===== src/rtl/clk_pkg.sv =====
// Shared definitions for the PLL reset sequencer: state encoding and default timing constants.
package clk_pkg;

    typedef enum logic [1:0] {
        S_PRST   = 2'b00,
        S_WAIT   = 2'b01,
        S_STABLE = 2'b10,
        S_RUN    = 2'b11
    } pll_state_e;

    localparam int PLL_RST_CYCLES_DEF = 16;
    localparam int LOCK_STABLE_DEF    = 1024;
    localparam int LOCK_TIMEOUT_DEF   = 65536;
    localparam int LOST_FILTER_DEF    = 4;
    localparam int RELOCK_W           = 8;

    function automatic int max4(input int a, input int b, input int c, input int d);
        int m;
        m = a;
        if (b > m) m = b;
        if (c > m) m = c;
        if (d > m) m = d;
        return m;
    endfunction

endpackage


===== src/rtl/pll_reset_ctl_sync2.sv =====
// Generic two-flop synchroniser with synchronous active-low clear.
module sync2 #(
    parameter int W = 1
) (
    input  logic         clk_i,
    input  logic         rst_n_i,
    input  logic [W-1:0] d_i,
    output logic [W-1:0] q_o
);

    logic [W-1:0] s1_q;
    logic [W-1:0] s2_q;

    always_ff @(posedge clk_i) begin
        if (!rst_n_i) begin
            s1_q <= '0;
            s2_q <= '0;
        end else begin
            s1_q <= d_i;
            s2_q <= s1_q;
        end
    end

    assign q_o = s2_q;

endmodule


===== src/rtl/pll_reset_ctl.sv =====
// PLL reset sequencer: pulses PLL reset, qualifies lock, releases system reset,
// and re-arms the PLL on lock loss, lock timeout or explicit request.
//
// state    | meaning
// S_PRST   | PLL reset asserted for PLL_RST_CYCLES
// S_WAIT   | waiting for synchronised lock, bounded by LOCK_TIMEOUT
// S_STABLE | counting consecutive locked cycles up to LOCK_STABLE
// S_RUN    | system reset released; filtering for LOST_FILTER unlocked cycles
module pll_reset_ctl
    import clk_pkg::*;
#(
    parameter int PLL_RST_CYCLES = PLL_RST_CYCLES_DEF,
    parameter int LOCK_STABLE    = LOCK_STABLE_DEF,
    parameter int LOCK_TIMEOUT   = LOCK_TIMEOUT_DEF,
    parameter int LOST_FILTER    = LOST_FILTER_DEF
) (
    input  logic                clock,
    input  logic                reset_n,
    input  logic                locked_in,
    input  logic                relock_req,
    output logic                pll_rst,
    output logic                sys_reset_n,
    output logic                ready,
    output logic [RELOCK_W-1:0] relock_count,
    output logic [1:0]          state_dbg
);

    localparam int CNT_W = $clog2(max4(PLL_RST_CYCLES, LOCK_STABLE, LOCK_TIMEOUT, LOST_FILTER)) + 1;

    localparam logic [CNT_W-1:0] RST_LAST     = CNT_W'(PLL_RST_CYCLES - 1);
    localparam logic [CNT_W-1:0] STABLE_LAST  = CNT_W'(LOCK_STABLE - 1);
    localparam logic [CNT_W-1:0] TIMEOUT_LAST = CNT_W'(LOCK_TIMEOUT - 1);
    localparam logic [CNT_W-1:0] LOST_LAST    = CNT_W'(LOST_FILTER - 1);

    pll_state_e          state_q, state_d;
    logic [CNT_W-1:0]    cnt_q, cnt_d;
    logic [RELOCK_W-1:0] relock_q, relock_d;
    logic                pll_rst_q, sys_reset_n_q, ready_q;
    logic                bump;
    logic                lk;

    sync2 #(.W(1)) u_lock_sync (
        .clk_i   (clock),
        .rst_n_i (reset_n),
        .d_i     (locked_in),
        .q_o     (lk)
    );

    always_comb begin
        state_d  = state_q;
        cnt_d    = cnt_q + CNT_W'(1);
        relock_d = relock_q;
        bump     = 1'b0;

        if (relock_req) begin
            state_d = S_PRST;
            bump    = 1'b1;
        end else begin
            case (state_q)
                S_PRST: begin
                    if (cnt_q == RST_LAST) state_d = S_WAIT;
                end
                S_WAIT: begin
                    if (lk) begin
                        state_d = S_STABLE;
                    end else if (cnt_q == TIMEOUT_LAST) begin
                        state_d = S_PRST;
                        bump    = 1'b1;
                    end
                end
                S_STABLE: begin
                    if (!lk) state_d = S_WAIT;
                    else if (cnt_q == STABLE_LAST) state_d = S_RUN;
                end
                S_RUN: begin
                    if (lk) begin
                        cnt_d = '0;
                    end else if (cnt_q == LOST_LAST) begin
                        state_d = S_PRST;
                        bump    = 1'b1;
                    end
                end
                default: state_d = S_PRST;
            endcase
        end

        // A request in S_PRST keeps the state but must still restart the hold.
        if ((state_d != state_q) || relock_req) cnt_d = '0;

        if (bump && (relock_q != '1)) relock_d = relock_q + RELOCK_W'(1);
    end

    always_ff @(posedge clock) begin
        if (!reset_n) begin
            state_q       <= S_PRST;
            cnt_q         <= '0;
            relock_q      <= '0;
            pll_rst_q     <= 1'b1;
            sys_reset_n_q <= 1'b0;
            ready_q       <= 1'b0;
        end else begin
            state_q       <= state_d;
            cnt_q         <= cnt_d;
            relock_q      <= relock_d;
            pll_rst_q     <= (state_d == S_PRST);
            sys_reset_n_q <= (state_d == S_RUN);
            ready_q       <= (state_d == S_RUN);
        end
    end

    assign pll_rst      = pll_rst_q;
    assign sys_reset_n  = sys_reset_n_q;
    assign ready        = ready_q;
    assign relock_count = relock_q;
    assign state_dbg    = state_q;

endmodule

===== config.mk =====
export PLATFORM = sky130hd
export DESIGN_NAME = pll_reset_ctl
export DESIGN_NICKNAME = d
export VERILOG_FILES = /design/src/rtl/clk_pkg.sv /design/src/rtl/pll_reset_ctl_sync2.sv /design/src/rtl/pll_reset_ctl.sv
export SDC_FILE = /design/constraint.sdc
export NUM_CORES = 1
export LEC_CHECK = 0
export ABC_CLOCK_PERIOD_IN_PS = 3670
export CORE_ASPECT_RATIO = 0.9
export CORE_MARGIN = 2
export CORE_UTILIZATION = 42
export CTS_CLUSTER_SIZE = 10
export DETAILED_ROUTE_END_ITERATION = 12
export HOLD_SLACK_MARGIN = 0.06
export PLACE_DENSITY = 0.65
export SETUP_SLACK_MARGIN = 0.05
export SLEW_MARGIN = 20
export SYNTH_ARGS = -nofsm -noshare
export SYNTH_HDL_FRONTEND = slang
export SYNTH_SLANG_ARGS = --single-unit

===== constraint.sdc =====
create_clock -name clock -period 3.67 [get_ports clock]
set_input_delay 0.734 -clock clock [delete_from_list [all_inputs] [get_ports clock]]
set_output_delay 0.734 -clock clock [all_outputs]
set_load 0.03 [all_outputs]

==> results of run 1 <==
power by group:
part | switching (mW) | internal (mW)
Combinational | 0.0162 | 0.0115
Clock | 0.121 | 0.147
Sequential | 0.00429 | 0.340
metrics by stage:
step | util | instance area (um^2) | hold WS [ns] | std cells | setup slack, ns
detailed placement | 0.4931 | 1690 | 0.4258 | 224 | 0.9707
finish | 0.5186 | 1778 | 0.4411 | 231 | 1.030
floorplan | - | 1526 | 0.4118 | 173 | 1.476
CTS | 0.5186 | 1778 | 0.4462 | 231 | 0.9852
global route | 0.5186 | 1778 | 0.4669 | 231 | 0.7846
global placement | 0.4931 | 1690 | 0.4235 | 224 | 1.103
state kept, by name (all words and copies together), names as in the netlist:
| name | flops |
|---|---|
| relock_count | 8 |
| state_dbg | 2 |
| u_lock_sync.s1_q | 1 |
| ready | 1 |
| pll_rst | 1 |
| u_lock_sync.q_o | 1 |
| cnt_q | 17 |
cells in the final DEF, fill, tap and decap left out, drive strengths merged, types with 3 or more instances in the layout:
cell type / Yosys / routed
dfxtp: 31 / 31
a21oi: 27 / 27
clkdlybuf4s50: 0 / 16
nand2: 13 / 13
nor2: 8 / 8
xnor2: 8 / 8
nand3: 8 / 8
inv: 7 / 7
xor2: 6 / 6
clkbuf: 5 / 6
nor4: 5 / 5
and3: 5 / 5
nand4: 4 / 4
o21ai: 4 / 4
or4: 4 / 4
and4: 4 / 4
nor3: 3 / 3
nor3b: 3 / 3
and2: 3 / 3
o31ai: 3 / 3
ha: 3 / 3
critical path, cell delays in order, from the launching register on:
cell and delay, ns:
dfxtp_1 0.33, ha_1 0.24, and3_4 0.22, nand3_4 0.13, nor3_1 0.08, ha_1 0.19
a31o_2 0.23, a21oi_1 0.72, o21ai_0 0.20, nor3b_1 0.18
final timing paths:
| path | from | endpoint | depth (start not counted) |
|---|---|---|---|
| max reg2reg | cnt_q[0] | relock_count[6] | 9 |
| max | cnt_q[0] | relock_count[6] | 9 |
| min reg2reg | u_lock_sync.s1_q | u_lock_sync.q_o | 1 |
| min | u_lock_sync.s1_q | u_lock_sync.q_o | 1 |
cell type report:
class	count	area share
Sequential cell	31	0.3490
Clock buffer	6	0.04645
Multi-Input combinational cell	126	0.4659
Clock inverter	1	0.002815
Tap cell	44	0.03096
Inverter	7	0.01478
Timing Repair Buffer	16	0.09008
logic make-up after synthesis:
kind of cell    Yosys count  synth area share
simple gates             66            0.2607
compound gates           42            0.1705
flops                    31            0.4066
buf+inv                  16           0.05082
xor+xnor                 14           0.08033
fa+ha+maj                 3           0.02459
mux                       1          0.006558
metal layers:
metal | vias to the layer above | track usage | wire length [um]
met1 | 613 | 0.2189 | 1382
li1 | 649 | - | -
met5 | - | 0 | 0
met3 | 6 | 0.04936 | 137
met4 | 0 | 0.07580 | 47
met2 | 27 | 0.2815 | 1556
==> results by group, run 1 <==
Status
  – Run status: complete, no violations

STA
  – Slew HR: 0.3727
  – Pins Over Slew Limit: 0
  – Endpoints failing hold: 0
  – Final period utilization: 0.7192
  – Setup violations, final: 0
  – Fin crit period: between 2 and 3 ns
  – Max frequency: 378.8 MHz
  – Clock skew: around 0.005 ns
  – Slew @ Worst Pin: 0.9410 ns
  – RSZ-0062 raised after global routing: no
  – Fin Setup TNS: 0 ns

Floorplanning
  – Die area: 0.004133 mm^2
  – FP Rows: 20
  – Core area: 0.003428 mm^2
  – I/O pins: 17
  – Die span in x: 67.55 um
  – Die Ht: between 60 and 70 um
  – Initial core utilization: 0.4453

Pwr
  – Power Density: around 360 mW/mm^2
  – Leakage: between 0.5 and 0.6 nW
  – Max IR drop VDD: 265.1 uV
  – Final Total Pwr: 0.6398 mW

Global routing
  – First-pass GRT wire length: 5.347 mm
  – Gr ovfl total: 0
  – Vias in the first global route: 1,222
  – Initial antenna violation count: 0
  – Largest net degree at the start of global routing: 18
  – Overall routing resource usage: 0.1742

Worst setup path
  – R2r setup slk: 1.03 ns
  – Setup crit end kind: flip-flop
  – CP required: 3.83 ns
  – Crit path DAT: 2.80 ns
  – Critical path fanouts, max: 15
  – Worst setup path class: reg -> reg
  – CP startpoint kind: flip-flop

Yosys
  – Synthesis-stage register bit count: 31
  – Mapped cell area: 0.001526 mm^2
  – Post-synthesis cell type count: 40
  – Yosys warning count: 0
  – Area share of the largest cell type after synthesis: 0.4066
  – Post-synth ARST share: 0
  – Post-synthesis cell count: 173
  – Post-synthesis sequential area ratio: 0.4066
  – Post-synth EDFFs: 0
  – Top_reg_cell synth: dfxtp_1
  – Post-synth top cells: 31 x dfxtp_1, 27 x a21oi_1, 13 x nand2_1, 8 x nor2_1, 8 x xnor2_1
  – Post-synth top area cell: dfxtp_1
  – Synthesized area per cell: 8.823 um^2
  – Top cells by area, synth: dfxtp_1 41%, a21oi_1 8.9%, xnor2_1 4.6%
  – Count leader, synth: dfxtp_1
  – Post-synth net total: 180

Layout
  – Multi-input logic area: 828.3 um^2
  – Layout cell share with drive strength beyond 1: 0.07487
  – Count of nets after finishing: 194
  – Area Overhead vs Synth: 16.48%
  – Reg area: 620.6 um^2
  – Fillers: 317
  – Diodes inserted: 0

Place
  – Detail Placement HPWL: 2.244 mm
  – Number of port buffers: 16
  – Placer Congestion: roughly 0.77

Drt
  – Wire length per cell: approximately 14 um
  – Initial drt markers: 62
  – TritonRoute pass-1 iters: 4
  – Post-route ant nets: 0
  – Routed wire length: 3.123 mm
  – DRC Markers: 0
  – Avg Vias per Cell: 5.606
  – DR vias: ~1,300

Clock tree
  – CTS tree: built
  – Number of gates resized after CTS: 0
  – CTS H-tree depth: 2
  – CTS Buf Count: 5
  – Clock Sinks: 31
  – Clock root cell: clkbuf_8
  – Setup bufs post-CTS: 0
  – Clk_lat worst skew: 0.28 ns
  – Clock Path Buffers: 2
  – Reg clk slew, reported paths: roughly 0.06 ns
  – Hold_buf cts: 0

Min path
  – Hold crit path type: reg -> reg

Job
  – Max-cap violations: 0
No activity file was read; power rests on OpenSTA's default activity.
==> run 2: changes to the inputs <==
- ABC_CLOCK_PERIOD_IN_PS: 3670 -> 2500
- clock period: 3.67 -> 2.5 ns (I/O delays scaled with it)
==> run 2 against run 1 <==
Flip-flop and latch count unchanged; clock skew increased by 0.0022 ns; worst setup slack got worse by 0.81 ns; count of clock-buffer cells in the layout increased by 2; critical path type unchanged; final cell count increased by 3.9%; combinational power increased by 61%.
==> results by group, run 2 (synthesized netlist as in run 1, its figures left out) <==
Clock tree
  – Clock Sinks: 31 (unchanged)
  – CTS tree: built (unchanged)
  – Clock Path Buffers: 2 (unchanged)
  – Hold_buf cts: 0 (unchanged)
  – CTS Buf Count: 5 (unchanged)
  – Clock root cell: clkbuf_8 (unchanged)
  – Reg clk slew, reported paths: 0.07 ns (was 0.06 ns)
  – Clk_lat worst skew: 0.28 ns (about the same)
  – CTS H-tree depth: 2 (unchanged)

Min path
  – Hold crit path type: reg -> reg (unchanged)
  – Hold Path Stages: 1 (unchanged)

Worst setup path
  – R2r setup slk: 0.22 ns (was 1.03 ns)
  – Cell mode on critical path: ha_2 (was ha_1)
  – Max stage delay on crit path: 0.51 ns (was 0.72 ns)
  – Worst setup path class: reg -> reg (unchanged)
  – CP required: 2.71 ns (was 3.83 ns)
  – Worst reg-to-reg path cell count: 9 (unchanged)
  – Critical path fanouts, max: 15 (unchanged)
  – Crit path DAT: 2.50 ns (was 2.80 ns)
  – CP startpoint kind: flip-flop (unchanged)
  – Worst path cell trace: ha_2 -> and3_4 -> nand3_4 -> nor3_2 -> ha_2 -> a31o_2 -> a21oi_2 -> or4_1 -> a21oi_1 (was ha_1 -> and3_4 -> nand3_4 -> nor3_1 -> ha_1 -> a31o_2 -> a21oi_1 -> o21ai_0 -> nor3b_1)
  – Setup crit end kind: flip-flop (unchanged)
  – Slowest CP cell: or4_1 (was a21oi_1)

Global routing
  – First-pass GRT wire length: 5.209 mm (was 5.347 mm)
  – Met1 Resource Use GR: 0.2106 (was 0.2189)
  – Vias in the first global route: 1,190 (was 1,222)
  – Largest net degree at the start of global routing: 18 (unchanged)
  – GR peak layer: met2 (unchanged)
  – Grt met3 use: 0.04936 (unchanged)
  – Overall routing resource usage: 0.1691 (was 0.1742)
  – Gr ovfl total: 0 (unchanged)
  – Initial antenna violation count: 0 (unchanged)
  – M2 GR Usage: 0.2801 (was 0.2815)

Layout
  – Diodes inserted: 0 (unchanged)
  – Post-route cell area: 0.001877 mm^2 (was 0.001778 mm^2)
  – Biggest register: cnt_q (unchanged)
  – Layout cell share with drive strength beyond 1: 0.1582 (was 0.07487)
  – Commonest cells after routing, fill and taps aside: 29 x dfxtp_1, 26 x a21oi_1, 16 x clkdlybuf4s50_1 (was 31 x dfxtp_1, 27 x a21oi_1, 16 x clkdlybuf4s50_1)
  – Count of nets after finishing: 202 (was 194)
  – Area Overhead vs Synth: 22.95% (was 16.48%)
  – Most common cell after layout, fill and taps aside: dfxtp_1 (unchanged)
  – Largest register FFs: 17 (unchanged)

Pwr
  – Sw Share: 0.2129 (was 0.2208)
  – Power share of the clock group: 0.438 (was 0.418)
  – Net Switching: 0.2084 mW (was 0.1413 mW)
  – Power Density: 521.7 mW/mm^2 (was 359.9 mW/mm^2)
  – Internal power: 0.7706 mW (was 0.4986 mW)
  – Combinational share of power: 0.046 (was 0.043)
  – Flop pwr share: 0.517 (was 0.539)
  – Leakage: 0.6285 nW (was 0.5854 nW)
  – Max IR drop VDD: 313.4 uV (was 265.1 uV)

STA
  – Fin crit period: 2.284 ns (was 2.640 ns)
  – Clock skew: 0.007220 ns (was 0.004984 ns)
  – Endpoints failing hold: 0 (unchanged)
  – Fin Setup TNS: 0 ns (unchanged)
  – Setup violations, final: 0 (unchanged)
  – Slew @ Worst Pin: 0.5882 ns (was 0.9410 ns)
  – Max frequency: 437.9 MHz (was 378.8 MHz)
  – Slew HR: 0.6079 (was 0.3727)
  – Pins Over Slew Limit: 0 (unchanged)
  – Final period utilization: 0.9135 (was 0.7192)
  – RSZ-0062 raised after global routing: no (unchanged)

Drt
  – Initial drt markers: 79 (was 62)
  – Routed wire length: 3.143 mm (was 3.123 mm)
  – Post-route ant nets: 0 (unchanged)
  – DR vias: 1,326 (was 1,295)
  – TritonRoute pass-1 iters: 4 (unchanged)
  – Wire length per cell: 13.10 um (was 13.52 um)
  – DRC Markers: 0 (unchanged)
  – Avg Vias per Cell: 5.525 (was 5.606)

Floorplanning
  – FP Rows: 20 (unchanged)
  – Die span in x: 67.55 um (unchanged)
  – Die Ht: 61.19 um (unchanged)
  – Initial core utilization: 0.4453 (unchanged)
  – Die area: 0.004133 mm^2 (unchanged)
  – I/O pins: 17 (unchanged)
  – Core area: 0.003428 mm^2 (unchanged)

Place
  – Detail Placement HPWL: 2.186 mm (was 2.244 mm)
  – Placer Congestion: 0.7682 (was 0.7720)
  – Number of port buffers: 16 (unchanged)
  – Cell Area, Placed: 0.001750 mm^2 (was 0.001690 mm^2)

Job
  – Max-cap violations: 0 (unchanged)

Status
  – Run status: complete, no violations (unchanged)
## run 2: path summary, 6_finish.rpt
path,startpoint,end
hold reg to reg,u_lock_sync.s1_q,u_lock_sync.q_o
setup / recovery,cnt_q[0],relock_count[7]
hold / removal,u_lock_sync.s1_q,u_lock_sync.q_o
setup reg to reg,cnt_q[0],relock_count[7]
## run 2: power by group through the flow
stage / Sequential, mW / Combinational, mW / Clock [mW]
CTS: 0.505 / 0.0444 / 0.441
finish: 0.506 / 0.0447 / 0.428
global route: 0.507 / 0.0495 / 0.459
detailed placement: 0.517 / 0.0438 / 0
global placement: 0.516 / 0.0430 / 0
floorplan: 0.519 / 0.0236 / 0
## run 2: metal layers
layer | routed length (um) | up-vias
met4 | 45 | 0
li1 | - | 668
met5 | 0 | -
met3 | 76 | 5
met2 | 1512 | 11
met1 | 1508 | 642
## run 2: worst max-delay path: cells and delay by family, from the launching register on
kind | cells | cell delay (ns)
compound gates | 3 | 0.40
fa+ha+maj | 2 | 0.45
simple gates | 4 | 1.01
flops | 1 | 0.37
## run 2: final cells by class
type,count,area (um^2)
multi-input cells,126,852.1
repair buffers,24,220.2
inverters,7,26.28
flip-flops and latches,31,623.1
fillers,301,1551
clock buffers,8,100.1
well taps,44,55.05
## run 2: repair_timing
item,CTS,global route
cloned,0,0
pin swaps,0,2
setup endpoints to repair,8,21
gates resized for setup,1,8
setup buffers,0,0
## run 2: per-stage QoR
| stage | hold slack [ns] | total power [mW] | cells | util | worst slack [ns] |
|---|---|---|---|---|---|
| final | 0.4366 | 0.9790 | 240 | 0.5474 | 0.2164 |
| after global routing | 0.4665 | 1.015 | 240 | 0.5474 | 0.04588 |
| after CTS | 0.4384 | 0.9907 | 240 | 0.5409 | 0.1100 |
| after detailed placement | 0.4273 | 0.5604 | 232 | 0.5106 | -0.06833 |
| after global placement | 0.4192 | 0.5589 | 232 | 0.5106 | 0.09174 |
| after floorplan | 0.4118 | 0.5427 | 173 | - | 0.3057 |
==> run 3: changes to the inputs <==
- ABC_CLOCK_PERIOD_IN_PS: 2500 -> 2600
- clock period: 2.5 -> 2.6 ns (I/O delays scaled with it)
==> run 3 against run 2 <==
Power shrank 3.9%; core utilization fell by 0.73 points; count of clock-buffer cells in the layout unchanged; wire length shrank 5.0%; final area is 1.3% lower; worst setup slack better by 0.016 ns; hold slack worse by 0.0034 ns; sequential power is 4.0% lower; register-to-register slack gained 0.02 ns; largest cell class unchanged; largest power group unchanged.
==> results by group, run 3 (synthesized netlist as in run 1, its figures left out) <==
Status
  – Run status: complete, no violations (unchanged)

Drt
  – Wire length per cell: 12.65 um (was 13.10 um)
  – Initial drt markers: 67 (was 79)
  – Avg Vias per Cell: 5.542 (was 5.525)
  – Routed wire length: 2.986 mm (was 3.143 mm)
  – Post-route ant nets: 0 (unchanged)
  – DRC Markers: 0 (unchanged)
  – TritonRoute pass-1 iters: 4 (unchanged)
  – DR vias: 1,308 (was 1,326)

Global routing
  – Vias in the first global route: 1,162 (was 1,190)
  – Gr ovfl total: 0 (unchanged)
  – Largest net degree at the start of global routing: 18 (unchanged)
  – Initial antenna violation count: 0 (unchanged)
  – First-pass GRT wire length: 5.043 mm (was 5.209 mm)
  – Overall routing resource usage: 0.1623 (was 0.1691)

Clock tree
  – Number of gates resized after CTS: 1 (unchanged)
  – Reg clk slew, reported paths: 0.06 ns (was 0.07 ns)
  – CTS tree: built (unchanged)
  – Setup bufs post-CTS: 0 (unchanged)
  – CTS H-tree depth: 2 (unchanged)
  – CTS Buf Count: 5 (unchanged)
  – Clock root cell: clkbuf_8 (unchanged)
  – Clock Sinks: 31 (unchanged)
  – Hold_buf cts: 0 (unchanged)
  – Clock Path Buffers: 2 (unchanged)
  – Clk_lat worst skew: 0.28 ns (about the same)

Worst setup path
  – Critical path fanouts, max: 15 (unchanged)
  – Worst setup path class: reg -> reg (unchanged)
  – Crit path DAT: 2.58 ns (was 2.50 ns)
  – Worst path cell trace: ha_2 -> and3_4 -> nand3_4 -> nor3_2 -> ha_2 -> a31o_2 -> a21oi_2 -> or4_1 -> a21oi_1 (unchanged)
  – Crit-path leading delay family: simple AND/OR/NAND/NOR gates (unchanged)
  – Cell mode on critical path: ha_2 (unchanged)
  – CP Buf/Inv Count: 0 (unchanged)
  – Max stage delay on crit path: 0.51 ns (about the same)
  – Slowest CP cell: or4_1 (unchanged)
  – CP required: 2.81 ns (was 2.71 ns)
  – CP startpoint kind: flip-flop (unchanged)
  – Setup crit end kind: flip-flop (unchanged)

STA
  – Max frequency: 422.4 MHz (was 437.9 MHz)
  – Endpoints failing hold: 0 (unchanged)
  – Fin Setup TNS: 0 ns (unchanged)
  – Slew @ Worst Pin: 0.6020 ns (was 0.5882 ns)
  – Slew HR: 0.5972 (was 0.6079)
  – Fin crit period: 2.368 ns (was 2.284 ns)
  – Setup violations, final: 0 (unchanged)
  – RSZ-0062 raised after global routing: no (unchanged)
  – Clock skew: 0.004281 ns (was 0.007220 ns)
  – Pins Over Slew Limit: 0 (unchanged)
  – Final period utilization: 0.9106 (was 0.9135)

Floorplanning
  – Die Ht: 61.19 um (unchanged)
  – Die span in x: 67.55 um (unchanged)
  – Initial core utilization: 0.4453 (unchanged)
  – FP Rows: 20 (unchanged)
  – Core area: 0.003428 mm^2 (unchanged)
  – Die area: 0.004133 mm^2 (unchanged)
  – I/O pins: 17 (unchanged)

Place
  – Detail Placement HPWL: 2.136 mm (was 2.186 mm)
  – Number of port buffers: 16 (unchanged)
  – Placer Congestion: 0.8113 (was 0.7682)

Layout
  – Most common cell after layout, fill and taps aside: dfxtp_1 (unchanged)
  – Largest register FFs: 17 (unchanged)
  – Biggest register: cnt_q (unchanged)
  – Commonest cells after routing, fill and taps aside: 27 x dfxtp_1, 26 x a21oi_1, 16 x clkdlybuf4s50_1 (was 29 x dfxtp_1, 26 x a21oi_1, 16 x clkdlybuf4s50_1)
  – Count of nets after finishing: 198 (was 202)
  – Layout cell share with drive strength beyond 1: 0.1354 (was 0.1582)
  – Diodes inserted: 0 (unchanged)
  – Area Overhead vs Synth: 21.31% (was 22.95%)
  – Final core area utilization: 0.5401 (was 0.5474)

Pwr
  – Leakage: 0.6131 nW (was 0.6285 nW)
  – Power Density: 508.0 mW/mm^2 (was 521.7 mW/mm^2)
  – Max IR drop VDD: 291.9 uV (was 313.4 uV)

Job
  – Max-cap violations: 0 (unchanged)

Min path
  – Hold crit path type: reg -> reg (unchanged)
## run 3: changes by cell type in the layout (fill, tap and decap cells not counted), sizes merged
cell / delta
buf: -4
## run 3: where the power goes
group	switching (mW)	internal, mW
Sequential	0.00610	0.480
Clock	0.169	0.241
Combinational	0.0241	0.0203
## run 3: worst reg2reg max path: cells and delay by family, from the launching register on
family | cells | cell delay, ns
simple gates | 4 | 1.07
fa+ha+maj | 2 | 0.43
flops | 1 | 0.38
compound gates | 3 | 0.42
## run 3: layer usage
| metal | up-vias | GRT usage | wire [um] |
|---|---|---|---|
| li1 | 666 | - | - |
| met1 | 620 | 0.2023 | 1435 |
| met2 | 17 | 0.2619 | 1419 |
| met3 | 5 | 0.04753 | 83 |
| met4 | 0 | 0.07289 | 46 |
| met5 | - | 0 | 0 |
## run 3: path summary, 6_finish.rpt
path                          end  cells past startpoint        startpoint  slack [ns]
setup / recovery  relock_count[3]                      9          cnt_q[0]        0.23
hold / removal    u_lock_sync.q_o                      1  u_lock_sync.s1_q        0.43
setup reg to reg  relock_count[3]                      9          cnt_q[0]        0.23
hold reg to reg   u_lock_sync.q_o                      1  u_lock_sync.s1_q        0.43
## run 3: final cells by class
type	count	area (um^2)
clock buffer	8	100.1
fill	304	1577
inverter	7	26.28
multi-input combinational	126	842.1
sequential	31	625.6
tap	44	55.05
timing repair buffer	20	202.7
## run 3: metrics by stage
step	setup WS, ns	area, um^2	power [mW]	hold slack [ns]	cells
global placement	0.1490	1733	0.5389	0.4196	228
CTS	0.1954	1837	0.9486	0.4361	236
finish	0.2324	1852	0.9407	0.4332	236
detailed placement	-0.03306	1733	0.5404	0.4271	228
global route	0.04467	1852	0.9773	0.4553	236
floorplan	0.4057	1526	0.5218	0.4118	173
